## config.mk

```make
export PLATFORM = sky130hd
export DESIGN_NAME = multicycle_ctrl
export DESIGN_NICKNAME = d
export VERILOG_FILES = /design/src/rtl/multicycle_pkg.sv /design/src/rtl/mem_wait_timer.sv /design/src/rtl/multicycle_ctrl.sv
export SDC_FILE = /design/constraint.sdc
export NUM_CORES = 1
export LEC_CHECK = 0
export CAP_MARGIN = 20
export CORE_MARGIN = 5
export CORE_UTILIZATION = 44
export CTS_CLUSTER_DIAMETER = 30
export DETAILED_ROUTE_END_ITERATION = 10
export PLACE_DENSITY_LB_ADDON = 0.3
export SLEW_MARGIN = 0
export SYNTH_ARGS = -nofsm -noshare
export SYNTH_HDL_FRONTEND = slang
export SYNTH_SLANG_ARGS = --single-unit
```

## constraint.sdc

```tcl
create_clock -name clk -period 2.1 [get_ports clk]
set_clock_uncertainty 0.2 [all_clocks]
set_input_delay 0.525 -clock clk [delete_from_list [all_inputs] [get_ports clk]]
set_output_delay 0.525 -clock clk [all_outputs]
set_load 0.02 [all_outputs]
```

## src/rtl/multicycle_pkg.sv

```systemverilog
// Shared types and encodings for the multi-cycle RV32I sequencing controller.
// Holds the state enum, opcode constants, mux select encodings and the legal-opcode check.
package multicycle_pkg;

    typedef enum logic [2:0] {
        FETCH  = 3'd0,
        DECODE = 3'd1,
        EXEC   = 3'd2,
        MEM    = 3'd3,
        WB     = 3'd4,
        FAULT  = 3'd5
    } state_t;

    localparam logic [6:0] OP_LOAD   = 7'b0000011;
    localparam logic [6:0] OP_STORE  = 7'b0100011;
    localparam logic [6:0] OP_IMM    = 7'b0010011;
    localparam logic [6:0] OP_LUI    = 7'b0110111;
    localparam logic [6:0] OP_REG    = 7'b0110011;
    localparam logic [6:0] OP_BRANCH = 7'b1100011;
    localparam logic [6:0] OP_JAL    = 7'b1101111;
    localparam logic [6:0] OP_JALR   = 7'b1100111;

    localparam logic [1:0] PC_PLUS4 = 2'b00;
    localparam logic [1:0] PC_IMM   = 2'b01;
    localparam logic [1:0] PC_ALU   = 2'b10;

    localparam logic [1:0] RES_ALU  = 2'b00;
    localparam logic [1:0] RES_LOAD = 2'b01;
    localparam logic [1:0] RES_PC4  = 2'b10;

    localparam int unsigned TIMER_W = 8;

    function automatic logic is_legal(input logic [6:0] op);
        case (op)
            OP_LOAD, OP_STORE, OP_IMM, OP_LUI,
            OP_REG, OP_BRANCH, OP_JAL, OP_JALR: return 1'b1;
            default:                            return 1'b0;
        endcase
    endfunction

endpackage

```

## src/rtl/mem_wait_timer.sv

```systemverilog
// Counts consecutive unacknowledged memory request cycles.
// expired flags the cycle in which the count has reached WAIT_MAX and ready is still low.
module mem_wait_timer
    import multicycle_pkg::*;
#(
    parameter int unsigned WAIT_MAX = 15
) (
    input  logic clk,
    input  logic rst,
    input  logic req,
    input  logic ready,
    output logic expired
);

    logic [TIMER_W-1:0] count;

    always_ff @(posedge clk) begin
        if (rst) begin
            count <= '0;
        end else if (!req || ready) begin
            count <= '0;
        end else if (count != TIMER_W'(WAIT_MAX)) begin
            count <= count + TIMER_W'(1);
        end
    end

    // ready in the limit cycle still wins over the timeout
    assign expired = req && !ready && (count == TIMER_W'(WAIT_MAX));

endmodule

```

## src/rtl/multicycle_ctrl.sv

```systemverilog
// Multi-cycle FETCH/DECODE/EXEC/MEM/WB sequencer for the shared RV32I datapath.
// Strobes are decoded from the current state and latched opcode; only state and op_q are stored.
module multicycle_ctrl
    import multicycle_pkg::*;
#(
    parameter int unsigned WAIT_MAX = 15
) (
    input  logic       clk,
    input  logic       rst,
    input  logic [6:0] op,
    input  logic       zero,
    input  logic       mem_ready,
    output logic       mem_req,
    output logic       mem_we,
    output logic       ir_we,
    output logic       pc_we,
    output logic [1:0] pc_sel,
    output logic       reg_we,
    output logic [1:0] result_src,
    output logic       instr_done,
    output logic       fault,
    output logic [2:0] state_o
);

    state_t     state;
    state_t     state_next;
    logic [6:0] op_q;
    logic       wait_req;
    logic       expired;

    // Request cycles are exactly the FETCH and MEM states
    assign wait_req = !rst && ((state == FETCH) || (state == MEM));
    assign state_o  = rst ? 3'd0 : 3'(state);

    mem_wait_timer #(
        .WAIT_MAX (WAIT_MAX)
    ) u_timer (
        .clk     (clk),
        .rst     (rst),
        .req     (wait_req),
        .ready   (mem_ready),
        .expired (expired)
    );

    always_ff @(posedge clk) begin
        if (rst) begin
            state <= FETCH;
            op_q  <= '0;
        end else begin
            state <= state_next;
            if (state == DECODE) begin
                op_q <= op;
            end
        end
    end

    // Next state and strobe decode; everything forced low while rst is high
    always_comb begin
        state_next = state;
        mem_req    = 1'b0;
        mem_we     = 1'b0;
        ir_we      = 1'b0;
        pc_we      = 1'b0;
        pc_sel     = PC_PLUS4;
        reg_we     = 1'b0;
        result_src = RES_ALU;
        instr_done = 1'b0;
        fault      = 1'b0;
        if (!rst) begin
            unique case (state)
                FETCH: begin
                    mem_req = 1'b1;
                    if (mem_ready) begin
                        ir_we      = 1'b1;
                        state_next = DECODE;
                    end else if (expired) begin
                        state_next = FAULT;
                    end
                end
                DECODE: begin
                    state_next = is_legal(op) ? EXEC : FAULT;
                end
                EXEC: begin
                    if (op_q == OP_BRANCH) begin
                        pc_we      = 1'b1;
                        pc_sel     = zero ? PC_IMM : PC_PLUS4;
                        instr_done = 1'b1;
                        state_next = FETCH;
                    end else if ((op_q == OP_LOAD) || (op_q == OP_STORE)) begin
                        state_next = MEM;
                    end else begin
                        state_next = WB;
                    end
                end
                MEM: begin
                    mem_req = 1'b1;
                    mem_we  = (op_q == OP_STORE);
                    if (mem_ready) begin
                        if (op_q == OP_STORE) begin
                            pc_we      = 1'b1;
                            instr_done = 1'b1;
                            state_next = FETCH;
                        end else begin
                            state_next = WB;
                        end
                    end else if (expired) begin
                        state_next = FAULT;
                    end
                end
                WB: begin
                    reg_we     = 1'b1;
                    pc_we      = 1'b1;
                    instr_done = 1'b1;
                    state_next = FETCH;
                    if (op_q == OP_LOAD) begin
                        result_src = RES_LOAD;
                    end else if ((op_q == OP_JAL) || (op_q == OP_JALR)) begin
                        result_src = RES_PC4;
                    end
                    if (op_q == OP_JAL) begin
                        pc_sel = PC_IMM;
                    end else if (op_q == OP_JALR) begin
                        pc_sel = PC_ALU;
                    end
                end
                FAULT: begin
                    fault = 1'b1;
                end
                default: begin
                    state_next = FAULT;
                end
            endcase
        end
    end

endmodule

```

After elaboration in Yosys (flattened, before gate mapping)
Index checks and enable logic that the tools add are counted.

word-level totals
  register bits after elaboration = 18
  latch bits = 0
  RAM bits = 0
  memory bits (read-only) = 0
  logic and storage cells = 76
  memories kept = 0

cells by class
  $add $sub $neg = 1
  $mul = 0
  divide/modulo/power cells = 0
  magnitude comparators = 0
  equality and inequality tests = 20
  shift operators = 0
  muxes and demuxes = 38
  bitwise gates (word level) = 0
  reductions and logical operators = 14

operators by type and width
  kind                 count
  $eq 7x7->1 const B   6
  $eq 7x6->1 const B   4
  $mux 3               8
  $mux 1               20
  $pmux 3 s6           1
  $eq 7x2->1 const B   2
  $mux 2               7
  $add 8x1->8 const B  1
  $eq 8x4->1 const B   1
  $ne 8x4->1 const B   1
  $reduce_or 8->1      1
  $eq 7x5->1 const B   1
  $eq 3x2->1 const B   2
  $eq 3x3->1 const B   2
  $logic_or 1x1->1     4
  $pmux 2 s2           1
  $reduce_or 2->1      2
  $eq 3x1->1 const B   1
  $logic_and 1x1->1    3
  $logic_not 1->1      3
  $logic_not 3->1      1
  $pmux 1 s3           1

Logic depth before layout (Yosys ltp)
  depth in word-level cells = 8
  mapped depth = 6
  gate-level depth less buffers = 5

Cells and area by module
From an unflattened synthesis, not the netlist that was laid out.

unflattened totals
  cell total of the unflattened synthesis = 142
  area total of the unflattened synthesis = 1,136.1 um^2

modules (own cells, without submodules)
  module           instances  cells an instance  area an instance (um^2)  sequential area each (um^2)
  multicycle_ctrl  1          96                 742.0                    200.2
  mem_wait_timer   1          46                 394.1                    160.2

Worst setup path after synthesis
OpenSTA, ideal clock, no wires.

  kind = register to output
  from = reg state[2]
  to = out result_src[0]
  arrival = 2.010 ns
  required time = 1.375 ns
  slack = -0.635 ns
  stages on the path, launching flop included = 6
  buffers on the path = 2
  path through = dfxtp_1 -> clkbuf_1 -> clkbuf_1 -> nand2_1 -> nor3_1 -> nor3b_1

on the way
  longest elaborated chain between the ends = 3

RTL lines
  what                      line                   RTL
  start: declaration        multicycle_ctrl.sv:25  state_t state;
  start signal: assignment  multicycle_ctrl.sv:50  state <= state_next;
  $eq 3x3->1                multicycle_ctrl.sv:70  unique case (state)
  $mux 2                    multicycle_ctrl.sv:70
  $mux 2                    multicycle_ctrl.sv:69  if (!rst) begin
  end: declaration          multicycle_ctrl.sv:19  output logic [1:0] result_src,

No other way between the ends.

Worst setup path in the final report
  from = reg op_q[4]
  to = out instr_done

on the way
  longest elaborated chain between the ends = 5

RTL lines
  what                      line                   RTL
  start: declaration        multicycle_ctrl.sv:27  logic [6:0] op_q;
  start signal: assignment  multicycle_ctrl.sv:52  op_q <= op;
  $eq 7x6->1                multicycle_ctrl.sv:99  if (op_q == OP_STORE) begin
  $mux 1                    multicycle_ctrl.sv:99
  $mux 1                    multicycle_ctrl.sv:98  if (mem_ready) begin
  $pmux 1 s3 (*)            multicycle_ctrl.sv:70
  $mux 1 (*)                multicycle_ctrl.sv:69
  end: declaration          multicycle_ctrl.sv:20  output logic instr_done,

Mark *: on every way between the ends. The rest lies on a longest branch, timed or not.

==> results.md <==
- Status: complete, but fails checks
- Violated checks: setup timing
- Max_cap viols: 0
- Wire per inst: roughly 17 um
- Number of remaining DRC errors: 0
- Largest net degree at the start of global routing: 13
- Detail Route Antenna Nets: 0
- # IOs: 25
- CTS tree: yes
- Placed Cells: ~220
- FF+latch count, synth: 18
- Die width: ~60 um
- Worst Reg-to-Reg Cells: 8
- Hpwl dp: around 2300 um
- Worst Hold Class: flip-flop to flip-flop
- # clock sinks: 18
- Layout Nets: about 220
- Post-Route WL: roughly 4000 um
- Tmin final: 2.69 ns
- Synth Flop Type: dfxtp_1
- Port-buffer cells: 24
- Post-synth ARST share: 0%
- Overall Power: around 1.1 mW
- Setup violations, final: 7
- Reg2reg end: state[1]
- Netlist cell types: just over 40
- Setup_tns: -2.94 ns
- Syn_nets: approximately 150
- Die Y: between 50 and 60 um
- Cell area power density: between 500 and 600 nW/um^2
- Placeable Area: around 2400 um^2
- Share of the synthesized area in the top cell type: 32.8%
- Finished Core Util: 78.7%
- Synth-to-Final Area Change: 74.3%
- Seq/Total Area, Yosys: between 30 and 40%
- Slew @ Worst Pin: around 0.42 ns
- Hold-critical path depth: 2
- Critical Path RT: approximately 1.4 ns
- Hold Buf Count CTS: 0
- Starting DRT DRC Count: 62
- Post-Syn Instances: 139
- Slowest-stage cell, CP: or4_4
- Starting Density: a little under half
- Max Fclk: 372 MHz
- Layout cells sized above 1: roughly 48%
- Slew margin rel.: 71.4%
- Synth top cells by count: 18 x dfxtp_1, 18 x nor2_1, 13 x nand2_1
- Full die area: 3590 um^2
- Diodes inserted: 0
- Hold Fails Final Rpt: 0
- Via density per instance: around 5.6
- Worst flop-to-flop path startpoint: op_q[6]
- Critical path startpoint: op_q[4]
- Avg Inst Size Synth: 7.89 um^2
- CP arrival: roughly 2.0 ns
- Crit Path Max Fanout: 2
- Total CTS buffers: 3
- RSZ-0062 raised after global routing: yes
- Synthesized area: between 1000 and 1500 um^2
- Global-route usage over all layers: around 20%
- Max Slew Vio Count: 0
- First-pass GRT wire length: around 5300 um
- GPL Wtd Cong: between 0.8 and 0.9
- Clk Tree Root Cell: clkbuf_4
- R2r setup slk: ~0.050 ns
- Clk pin slew, worst setup/hold paths: 0.10 ns
- CTS H-tree depth: 1
- Vias in the first global route: around 1300
- Global route overflow: 0
- Max Root-Sink Buffers: 2
- Antenna violations before repair: 0
- Min-delay src: u_timer.count[1]
- Detailed-route via count: between 1000 and 1500
- Largest cells by area after synthesis: dfxtp_1 33%, mux2i_1 7.3%, nor2_1 6.2%
- Clock Latency Late Sink: between 0.3 and 0.4 ns
- Final WS setup: -0.588 ns
- Iteration count of the initial detailed-routing pass: 4
- Startpoint Class: flip-flop
- Post-synth EDFFs: 0
- Maximum vdd drop: 0.000464 V
- Delay of the slowest cell on the worst path: approximately 0.44 ns
- Period utilization: 128%
- Static Leak: 0.788 nW
- Hold endpoint: u_timer.count[1]
- Critical path type: flip-flop to output pin
- CP Capture Type: output pin
- Syn. warnings: 0
- Row cnt: 18
- Final Non-Filler Cells: approximately 240
- DP Worst Slack: -1.12 ns
- Dominant cell type by area after synthesis: dfxtp_1
- CP cell instances: nand3b_1 -> or3_4 -> or4_4 -> a21oi_4 -> buf_6
## final cells by class
class | count | area [um^2]
multi-input cells | 108 | 818
flip-flops and latches | 18 | 373
clock buffers | 4 | 36.3
inverters | 3 | 11.3
fillers | 151 | 519
well taps | 30 | 37.5
repair buffers | 73 | 637
## kinds of logic after synthesis
kind of cell             Yosys count  synth area share, %
flip-flops                        18                 32.8
AO/OA/AOI/OAI                     22                 13.2
buffers and inverters             13                 5.02
AND/OR/NAND/NOR                   71                 35.5
multiplexers                       9                 8.32
adder cells (fa/ha/maj)            1                 1.14
XOR/XNOR                           5                 3.99
## stage by stage
step	cell area [um^2]	hold slack, ns
after global routing	1910	0.329
final	1910	0.306
after global placement	1630	0.273
after CTS	1740	0.296
after detailed placement	1630	0.281
after floorplan	1150	0.257
## cell usage in the layout (no fill, tap or decap), drive strengths merged, types with 2 or more instances in the layout
master,n
dfxtp,18
nand4b,2
mux2i,8
nor4b,3
xnor2,2
clkbuf,4
nand4,2
inv,3
nor2,19
o21ai,3
a31oi,3
xor2,3
or3,4
buf,63
a21oi,6
and4,2
nor3b,5
nand3b,2
nand2b,4
clkdlybuf4s50,8
or4,2
nand2,13
nor2b,3
nand3,3
nor3,6
## worst max path at each step
| stage | cells after the start | endpoint | slack [ns] |
|---|---|---|---|
| floorplan | 5 | pc_we | -0.33 |
| global placement | 6 | instr_done | -1.11 |
| detailed placement | 6 | instr_done | -1.12 |
| CTS | 5 | instr_done | -0.65 |
| global route | 5 | instr_done | -0.64 |
| finish | 5 | instr_done | -0.59 |
## critical path: cells and delay by family (launching register included)
kind / cells / cell delay (ns)
compound gates: 1 / 0.20
flops: 1 / 0.33
simple gates: 3 / 0.99
buf+inv: 1 / 0.14
## routing by layer
metal  routed length (um)  track usage [%]  part of all wire (%)  vias up
met1                 1540             22.4                    39      631
met4                  114             8.54                   2.8        0
met2                 2090             35.0                    52       54
met5                    0                0                     0        -
li1                     -                -                     -      633
met3                  257             3.46                   6.4       13
## power breakdown
part	switching (mW)	total [mW]	internal (mW)
Sequential	0.0282	0.403	0.375
Clock	0.116	0.222	0.106
Combinational	0.231	0.484	0.253
Total	0.375	1.11	0.734
## flip-flops by register name (all words and copies together) (netlist names)
register / flops
u_timer.count: 8
op_q: 7
state: 3
## timing repair
item | in CTS | in global routing
resized for setup | 83 | 36
setup buffers | 7 | 11
pin swaps | 2 | 12
endpoints found under the setup margin | 16 | 15
Power figures use the tool's default switching activity.
